### src/rtl/mux8_rr_sched_pkg.sv
// Shared types and helpers for the round-robin mux scheduler.
package mux8_rr_sched_pkg;

   localparam int unsigned NREQ  = 8;
   localparam int unsigned SEL_W = 3;

   typedef enum logic {
      IDLE  = 1'b0,
      GRANT = 1'b1
   } state_e;

   function automatic logic [NREQ-1:0] onehot8(input logic [SEL_W-1:0] idx);
      logic [NREQ-1:0] v;
      v = '0;
      v[idx] = 1'b1;
      return v;
   endfunction

endpackage

### src/rtl/mux8_rr_sched_rr_pick8.sv
// Round-robin picker: first set request at or above start, wrapping 7 to 0.
module rr_pick8
   import mux8_rr_sched_pkg::*;
(
   input  logic [NREQ-1:0]  i_req,
   input  logic [SEL_W-1:0] i_start,
   output logic [SEL_W-1:0] o_idx,
   output logic             o_any
);

   logic [NREQ-1:0]  w_rot;
   logic [SEL_W-1:0] w_off;
   logic [SEL_W-1:0] w_src;

   // Rotate so that requester i_start lands at bit 0.
   always_comb begin
      w_rot = '0;
      w_src = '0;
      for (int i = 0; i < int'(NREQ); i++) begin
         w_src    = SEL_W'(i) + i_start;
         w_rot[i] = i_req[w_src];
      end
   end

   // Lowest set bit wins; scanning downward lets the lowest index overwrite last.
   always_comb begin
      w_off = '0;
      for (int i = int'(NREQ) - 1; i >= 0; i--) begin
         if (w_rot[i]) begin
            w_off = SEL_W'(i);
         end
      end
   end

   assign o_idx = w_off + i_start;
   assign o_any = |i_req;

endmodule

### src/rtl/mux8_rr_sched.sv
// Round-robin scheduler driving the select of a shared 8:1 mux, with a hold limit per grant.
module mux8_rr_sched
   import mux8_rr_sched_pkg::*;
#(
   parameter int unsigned MAXHOLD = 4
) (
   input  logic             i_clk,
   input  logic             i_rst,
   input  logic [NREQ-1:0]  i_req,
   output logic [SEL_W-1:0] o_s,
   output logic [NREQ-1:0]  o_gnt,
   output logic             o_valid
);

   localparam int unsigned CNT_W = $clog2(MAXHOLD + 1);
   localparam logic [CNT_W-1:0] MAX_CNT = CNT_W'(MAXHOLD);

   state_e           r_state;
   state_e           w_state_nxt;
   logic [SEL_W-1:0] r_ptr;
   logic [SEL_W-1:0] w_ptr_nxt;
   logic [CNT_W-1:0] r_cnt;
   logic [CNT_W-1:0] w_cnt_nxt;
   logic [SEL_W-1:0] r_s;
   logic [SEL_W-1:0] w_s_nxt;
   logic [NREQ-1:0]  r_gnt;
   logic [NREQ-1:0]  w_gnt_nxt;
   logic             r_valid;
   logic             w_valid_nxt;

   logic [SEL_W-1:0] w_s_inc;
   logic [SEL_W-1:0] w_start;
   logic [SEL_W-1:0] w_idx;
   logic             w_any;
   logic             w_hold;

   assign w_s_inc = r_s + SEL_W'(1);
   // While granting, the picker is only consulted at release, so scan past the grantee.
   assign w_start = (r_state == GRANT) ? w_s_inc : r_ptr;
   assign w_hold  = i_req[r_s] && (r_cnt < MAX_CNT);

   rr_pick8 u_pick (
      .i_req   (i_req),
      .i_start (w_start),
      .o_idx   (w_idx),
      .o_any   (w_any)
   );

   always_comb begin
      w_state_nxt = r_state;
      w_ptr_nxt   = r_ptr;
      w_cnt_nxt   = r_cnt;
      w_s_nxt     = r_s;
      w_gnt_nxt   = r_gnt;
      w_valid_nxt = r_valid;
      unique case (r_state)
         IDLE: begin
            if (w_any) begin
               w_state_nxt = GRANT;
               w_cnt_nxt   = CNT_W'(1);
               w_s_nxt     = w_idx;
               w_gnt_nxt   = onehot8(w_idx);
               w_valid_nxt = 1'b1;
            end
         end
         GRANT: begin
            if (w_hold) begin
               w_cnt_nxt = r_cnt + CNT_W'(1);
            end else begin
               w_ptr_nxt = w_s_inc;
               if (w_any) begin
                  w_cnt_nxt   = CNT_W'(1);
                  w_s_nxt     = w_idx;
                  w_gnt_nxt   = onehot8(w_idx);
                  w_valid_nxt = 1'b1;
               end else begin
                  w_state_nxt = IDLE;
                  w_cnt_nxt   = '0;
                  w_gnt_nxt   = '0;
                  w_valid_nxt = 1'b0;
               end
            end
         end
         default: begin
            w_state_nxt = IDLE;
         end
      endcase
   end

   always_ff @(posedge i_clk) begin
      if (i_rst) begin
         r_state <= IDLE;
         r_ptr   <= '0;
         r_cnt   <= '0;
         r_s     <= '0;
         r_gnt   <= '0;
         r_valid <= 1'b0;
      end else begin
         r_state <= w_state_nxt;
         r_ptr   <= w_ptr_nxt;
         r_cnt   <= w_cnt_nxt;
         r_s     <= w_s_nxt;
         r_gnt   <= w_gnt_nxt;
         r_valid <= w_valid_nxt;
      end
   end

   assign o_s     = r_s;
   assign o_gnt   = r_gnt;
   assign o_valid = r_valid;

endmodule

### config.mk
export PLATFORM = sky130hd
export DESIGN_NAME = mux8_rr_sched
export DESIGN_NICKNAME = d
export VERILOG_FILES = /design/src/rtl/mux8_rr_sched_pkg.sv /design/src/rtl/mux8_rr_sched_rr_pick8.sv /design/src/rtl/mux8_rr_sched.sv
export SDC_FILE = /design/constraint.sdc
export NUM_CORES = 1
export LEC_CHECK = 0
export CAP_MARGIN = 10
export CORE_UTILIZATION = 58
export DETAILED_ROUTE_END_ITERATION = 8
export PLACE_DENSITY = 0.83
export SLEW_MARGIN = 5
export SYNTH_ARGS = -nofsm -noshare
export SYNTH_HDL_FRONTEND = slang
export SYNTH_SLANG_ARGS = --single-unit
### constraint.sdc
create_clock -name i_clk -period 10 [get_ports i_clk]
set_clock_uncertainty 0.2 [all_clocks]
set_input_delay 1 -clock i_clk [delete_from_list [all_inputs] [get_ports i_clk]]
set_output_delay 1 -clock i_clk [all_outputs]
set_load 0.01 [all_outputs]
==> Word level (Yosys, flattened, before mapping) <==
Index checks and enable logic that the tools add are counted.
Widths: inputs -> output; s select.
{ "word_totals": {"register_bits": 19, "out_inout_bits": 12, "ram_bits": 0, "wordCells": 83, "n_memories": 0, "input_bits": 10, "mem_bits_ro": 0, "latchBits": 0} }
{ "op_classes": {"n_lt_le_gt_ge": 12, "bitwise": 2, "n_mul": 0, "muxes": 46, "div_mod_pow": 0, "reduce_logical": 5, "eq_ne": 2, "add_sub_neg": 10, "shift": 0} }
{ "op_table": {"columns": ["operator", "count"], "rows": [
  ["$lt 3x4->1 const B", 10],
  ["$mux 3", 13],
  ["$bmux 1 s3", 9],
  ["$mux 8", 3],
  ["$pmux 8 s2", 1],
  ["$mux 1", 15],
  ["$add 3x3->3 const A", 4],
  ["$pmux 3 s2", 2],
  ["$reduce_or 8->1", 1],
  ["$add 2x3->3 const A", 2],
  ["$add 3x1->3 const B", 2],
  ["$pmux 1 s2", 2],
  ["$reduce_and 2->1", 2],
  ["$add 1x3->3 const A", 1],
  ["$add 3x3->3", 1],
  ["$demux 1 s3", 1],
  ["$ge 3x1->1 const B", 1],
  ["$lt 3x3->1 const B", 1],
  ["$logic_and 1x1->1", 2],
  ["$ne 2x1->1 const B", 1],
  ["$ne 2x2->1 const B", 1],
  ["$not 1->1", 2]
]} }

==> Longest topological paths before layout <==
{ "logic_depth": {"ltp_word": 21, "mapped_depth": 19, "ltp_nobuf": 17} }

==> Hierarchy <==
Synthesis repeated with hierarchy kept, for this count alone.
{ "hier_totals": {"cells_unflattened": 168, "area_unflattened_um2": 1584.0} }
{ "modules_own_cells": {"columns": ["mod", "area_each_um2", "n_inst", "seq_area_each_um2", "cells_per_inst"], "rows": [
  ["mux8_rr_sched", 960.9, 1, 380.4, 102],
  ["rr_pick8", 623.1, 1, 0.0, 66]
]} }

==> Worst setup path after synthesis <==
OpenSTA, ideal clock, no wires.
{ "synth_timing": {"path_type": "flip-flop to flip-flop", "from": "register r_s[0], in the netlist o_s[0]", "to": "register r_gnt[7], in the netlist o_gnt[7]", "stages_incl_launch_ff": 17, "required_ps": 9738, "setup_time_ps": 62, "n_path_buf": 0, "path_slack_ps": 5627, "t_arrival_ps": 4111, "period_less_slack_ps": 4373, "cell_sequence": "dfxtp_1 > ha_1 > mux2_4 > ha_1 > inv_1 > mux4_4 > mux2_2 > o21ai_0 > a21o_1 > a21boi_0 > ha_1 > inv_1 > fa_1 > or4b_2 > nor2_1 > o21ai_0 > nand3_1"} }
{ "synth_between": {"elab_chain_len": 21, "elab_cells_between_ends": 48, "cone_classes": "9 x add/sub; 2 x order compare; 1 x eq/ne; 33 x mux; 3 x reduce/logical"} }
{ "synth_rtl": {"columns": ["item", "line", "source"], "rows": [
  ["start, declared", "mux8_rr_sched.sv:24", "logic [SEL_W-1:0] r_s;"],
  ["start signal, assigned", "mux8_rr_sched.sv:102", "r_s <= w_s_nxt;"],
  ["$add 3x1->3 (*)", "mux8_rr_sched.sv:37", "assign w_s_inc = r_s + SEL_W'(1);"],
  ["net w_s_inc[1]", "mux8_rr_sched.sv:31", "logic [SEL_W-1:0] w_s_inc;"],
  ["$mux 3 (*)", "mux8_rr_sched.sv:39", "assign w_start = (r_state == GRANT) ? w_s_inc : r_ptr;"],
  ["$add 3x3->3", "mux8_rr_sched_rr_pick8.sv:20", "w_src = SEL_W'(i) + i_start;"],
  ["$bmux 1 s3", "mux8_rr_sched_rr_pick8.sv:21", "w_rot[i] = i_req[w_src];"],
  ["$mux 1 (not written as such)", "mux8_rr_sched_rr_pick8.sv:21", null],
  ["$mux 3 (8 in series)", "mux8_rr_sched_rr_pick8.sv:29", "if (w_rot[i]) begin"],
  ["$add 3x3->3 (*)", "mux8_rr_sched_rr_pick8.sv:35", "assign o_idx = w_off + i_start;"],
  ["$lt 3x4->1 (not written as such) / $ge 3x1->1 (equally long branches)", "mux8_rr_sched_pkg.sv:15", "v[idx] = 1'b1;"],
  ["$logic_and 1x1->1 (not written as such)", "mux8_rr_sched_pkg.sv:15", null],
  ["$mux 1 (not written as such)", "mux8_rr_sched_pkg.sv:15", null],
  ["$demux 1 s3 (*)", "mux8_rr_sched_pkg.sv:15", null],
  ["$mux 8", "mux8_rr_sched.sv:71", "if (w_any) begin"],
  ["$mux 8", "mux8_rr_sched.sv:67", "if (w_hold) begin"],
  ["$pmux 8 s2 (*)", "mux8_rr_sched.sv:56", "unique case (r_state)"],
  ["end signal, assigned", "mux8_rr_sched.sv:103", "r_gnt <= w_gnt_nxt;"],
  ["end, declared", "mux8_rr_sched.sv:26", "logic [NREQ-1:0] r_gnt;"]
]} }
The timed path passes the listed nets; every way through them passes the cells marked *. The select of a mux whose other input is x is not followed.
A chain may end at the register's enable or synchronous reset.

==> Worst setup path in the final report <==
Ends and elaborated chain as after synthesis.

==> results by group <==
Critical path
  – RR Startpoint: o_s[0]$_SDFFE_PP0P_
  – Crit path launch: o_s[0]$_SDFFE_PP0P_
  – Kind of critical path: reg2reg
  – CP required: 10.06 ns
  – Crit start category: register
  – CP endpoint kind: register
  – Crit path arrival time: 4.76 ns
  – Crit Path Max Fanout: 8

Drt
  – Initial DRT Pass Iterations: 4
  – Residual DRC: 0
  – Vias post-DR: 1421
  – 1st-iter DRT viols: 66
  – Antenna Violating Nets Remaining: 0
  – Wire length per cell: 16.99 um
  – DR vias/cell: 6.579
  – Final wirelength: 3670 um

Clocking
  – Clock slew at reported path FFs: 0.12 ns
  – Cts hold-fix bufs: 0
  – Post-CTS Setup Repair Bufs: 0
  – Post_cts resized: 0
  – Clock tree from TritonCTS: built
  – Latest clock arrival within the worst-skew pair: 0.31 ns
  – TritonCTS buffer count: 3
  – Clk sinks: 19
  – Clk buf depth: 2
  – CTS root buffer: clkbuf_4
  – H-tree depth: 1

Logic synthesis
  – Leading post-synthesis cells by cell area: dfxtp_1 25%, mux4_2 8.8%, mux2i_1 7.8%
  – Synth unique cells: 46
  – Post-Synthesis Cells: 166
  – Mean Syn Cell Area: 9.248 um2
  – Syn Nets: 181
  – Sequential element share of the synthesized area: 0.2478
  – Ys flop type: dfxtp_1
  – Yosys reg bits: 19
  – Yosys warns: 0
  – Mapped Area: 1535 um2
  – Post-synth top area cell: dfxtp_1
  – Top-area cell type share of the netlist area: 0.2478
  – EDFF count, synth: 0
  – Post-synth ARST share: 0

Run status
  – Status: finished, final reports clean

Floorplan
  – Full die area: 2857 um2
  – Die Y: 53.45 um
  – Die Wd: 53.45 um
  – # IOs: 22
  – Initial Util: 0.6141
  – Core area: 2500 um2
  – Row cnt: 18

Timing
  – Setup violations, final: 0
  – Worst Max-Slew Pin Slew: 0.5524 ns
  – PnR worst setup slack: 5.299 ns
  – Minimum clock period: 4.701 ns
  – Slew Limit Fails: 0
  – Setup TNS: 0 ns
  – Achievable Freq: 212.7 MHz
  – Period utilization: 0.4701
  – Unrepaired setup endpoints after global routing: false
  – Rel. slew slack: 0.6310
  – Final hold violation count: 0

Job
  – MaxCap Viol Count: 0

Power and ir drop
  – Largest vdd supply drop: 0.1739 mV
  – Leak: 0.7200 nW
  – Total power: 492.1 uW
  – P per Cell Area: 279.9 nW/um2

Global routing
  – Vias in the first global route: 1345
  – Grt total ovfl: 0
  – First-pass GRT wire length: 6120 um
  – GRT Util Overall: 0.3010
  – Largest net degree at the start of global routing: 13
  – Initial antenna violation count: 0

Placement
  – HPWL after DPL: 2806 um
  – Port bufs: 21
  – GP Congestion: 0.8450
  – Dpl ws: 5.030 ns

Finish
  – Most frequent cells in the layout: 21 x clkdlybuf4s50_1, 19 x dfxtp_1, 18 x nand2_1
  – Fill cells: 189
  – Final #Nets: 202
  – Most common cell after layout, fill and taps aside: clkdlybuf4s50_1
  – Share of cells above drive strength 1: 0.1290
  – Ant diodes: 0
  – Area grow syn2layout: 14.51%

Hold path
  – Hold Crit Class: reg2reg
  – Hold Crit Start: o_gnt[5]$_SDFFE_PP0P_
## final cells by class
cell class	count	area (um2)	share of cell area
Multi-Input combinational cell	137	1085	0.6171
Tap cell	30	37.54	0.02135
Sequential cell	19	380.4	0.2164
Timing Repair Buffer	21	210.2	0.1196
Inverter	5	18.77	0.01068
Clock buffer	4	26.28	0.01495
## synthesized netlist by cell type (2+ instances only)
master and count:
dfxtp_1 19, and4_1 2, nand2b_1 2, mux2i_1 12, a21o_1 2, a21oi_1 7, o21ai_0 12, xor2_1 5
ha_1 4, and3_1 2, nor2_1 17, a22oi_1 2, nand2_1 18, inv_1 4, xnor2_1 2, nor4_1 2
buf_6 3, mux4_2 6, mux4_1 3, nand3_1 16
## stage by stage
stage / hold slack [ns] / util / area, um2 / instances
floorplan: 0.2695 / - / 1535 / 166
global placement: 0.2354 / 0.6927 / 1732 / 212
detailed placement: 0.2506 / 0.6927 / 1732 / 212
CTS: 0.2740 / 0.7032 / 1758 / 216
global route: 0.3013 / 0.7032 / 1758 / 216
finish: 0.2712 / 0.7032 / 1758 / 216
## cell families (layout without fill, tap and decap cells)
family,after synthesis,count (layout),synth area share
compound gates,30,30,0.1239
xor+xnor,7,7,0.03994
mux,25,25,0.2657
fa+ha+maj,5,5,0.04564
flops,19,19,0.2478
simple gates,70,70,0.2315
buf+inv,10,30,0.04564
## registers in the layout, indices dropped and copies added, names as in the netlist
name     cells
r_cnt        3
o_s          3
o_valid      1
o_gnt        8
r_ptr        3
r_state      1
## final timing paths
kind	end	slack (ns)	depth (start not counted)
max reg2reg	o_gnt[7]$_SDFFE_PP0P_	5.30	16
max	o_gnt[7]$_SDFFE_PP0P_	5.30	16
min	o_gnt[5]$_SDFFE_PP0P_	0.27	2
min reg2reg	o_gnt[5]$_SDFFE_PP0P_	0.27	2
## power breakdown
part	total, mW	switching, mW	internal (mW)
logic	0.342	0.189	0.154
registers	0.110	0.0166	0.0934
clock network	0.0400	0.0244	0.0156
total	0.492	0.230	0.263
## worst max-delay path, stage by stage, from the launching register on
cell	delay, ns
dfxtp_1	0.51
ha_1	0.32
mux2_4	0.33
ha_1	0.29
inv_1	0.10
mux4_4	0.45
mux2_2	0.30
o21ai_0	0.18
a21o_1	0.10
a21boi_0	0.08
ha_1	0.19
inv_1	0.07
fa_1	0.48
or4b_2	0.71
nor2_1	0.15
o21ai_0	0.11
nand3_1	0.09
## layer usage
layer  share of wire  wire length [um]  vias to the layer above  global-route usage
met2            0.50              1840                       66              0.5188
li1                -                 -                      663                   -
met4           0.022                81                        0             0.08333
met1            0.41              1510                      676              0.3579
met3           0.065               238                       16             0.08621
met5               0                 0                        -                   0
(Power assumes the default switching activity.)
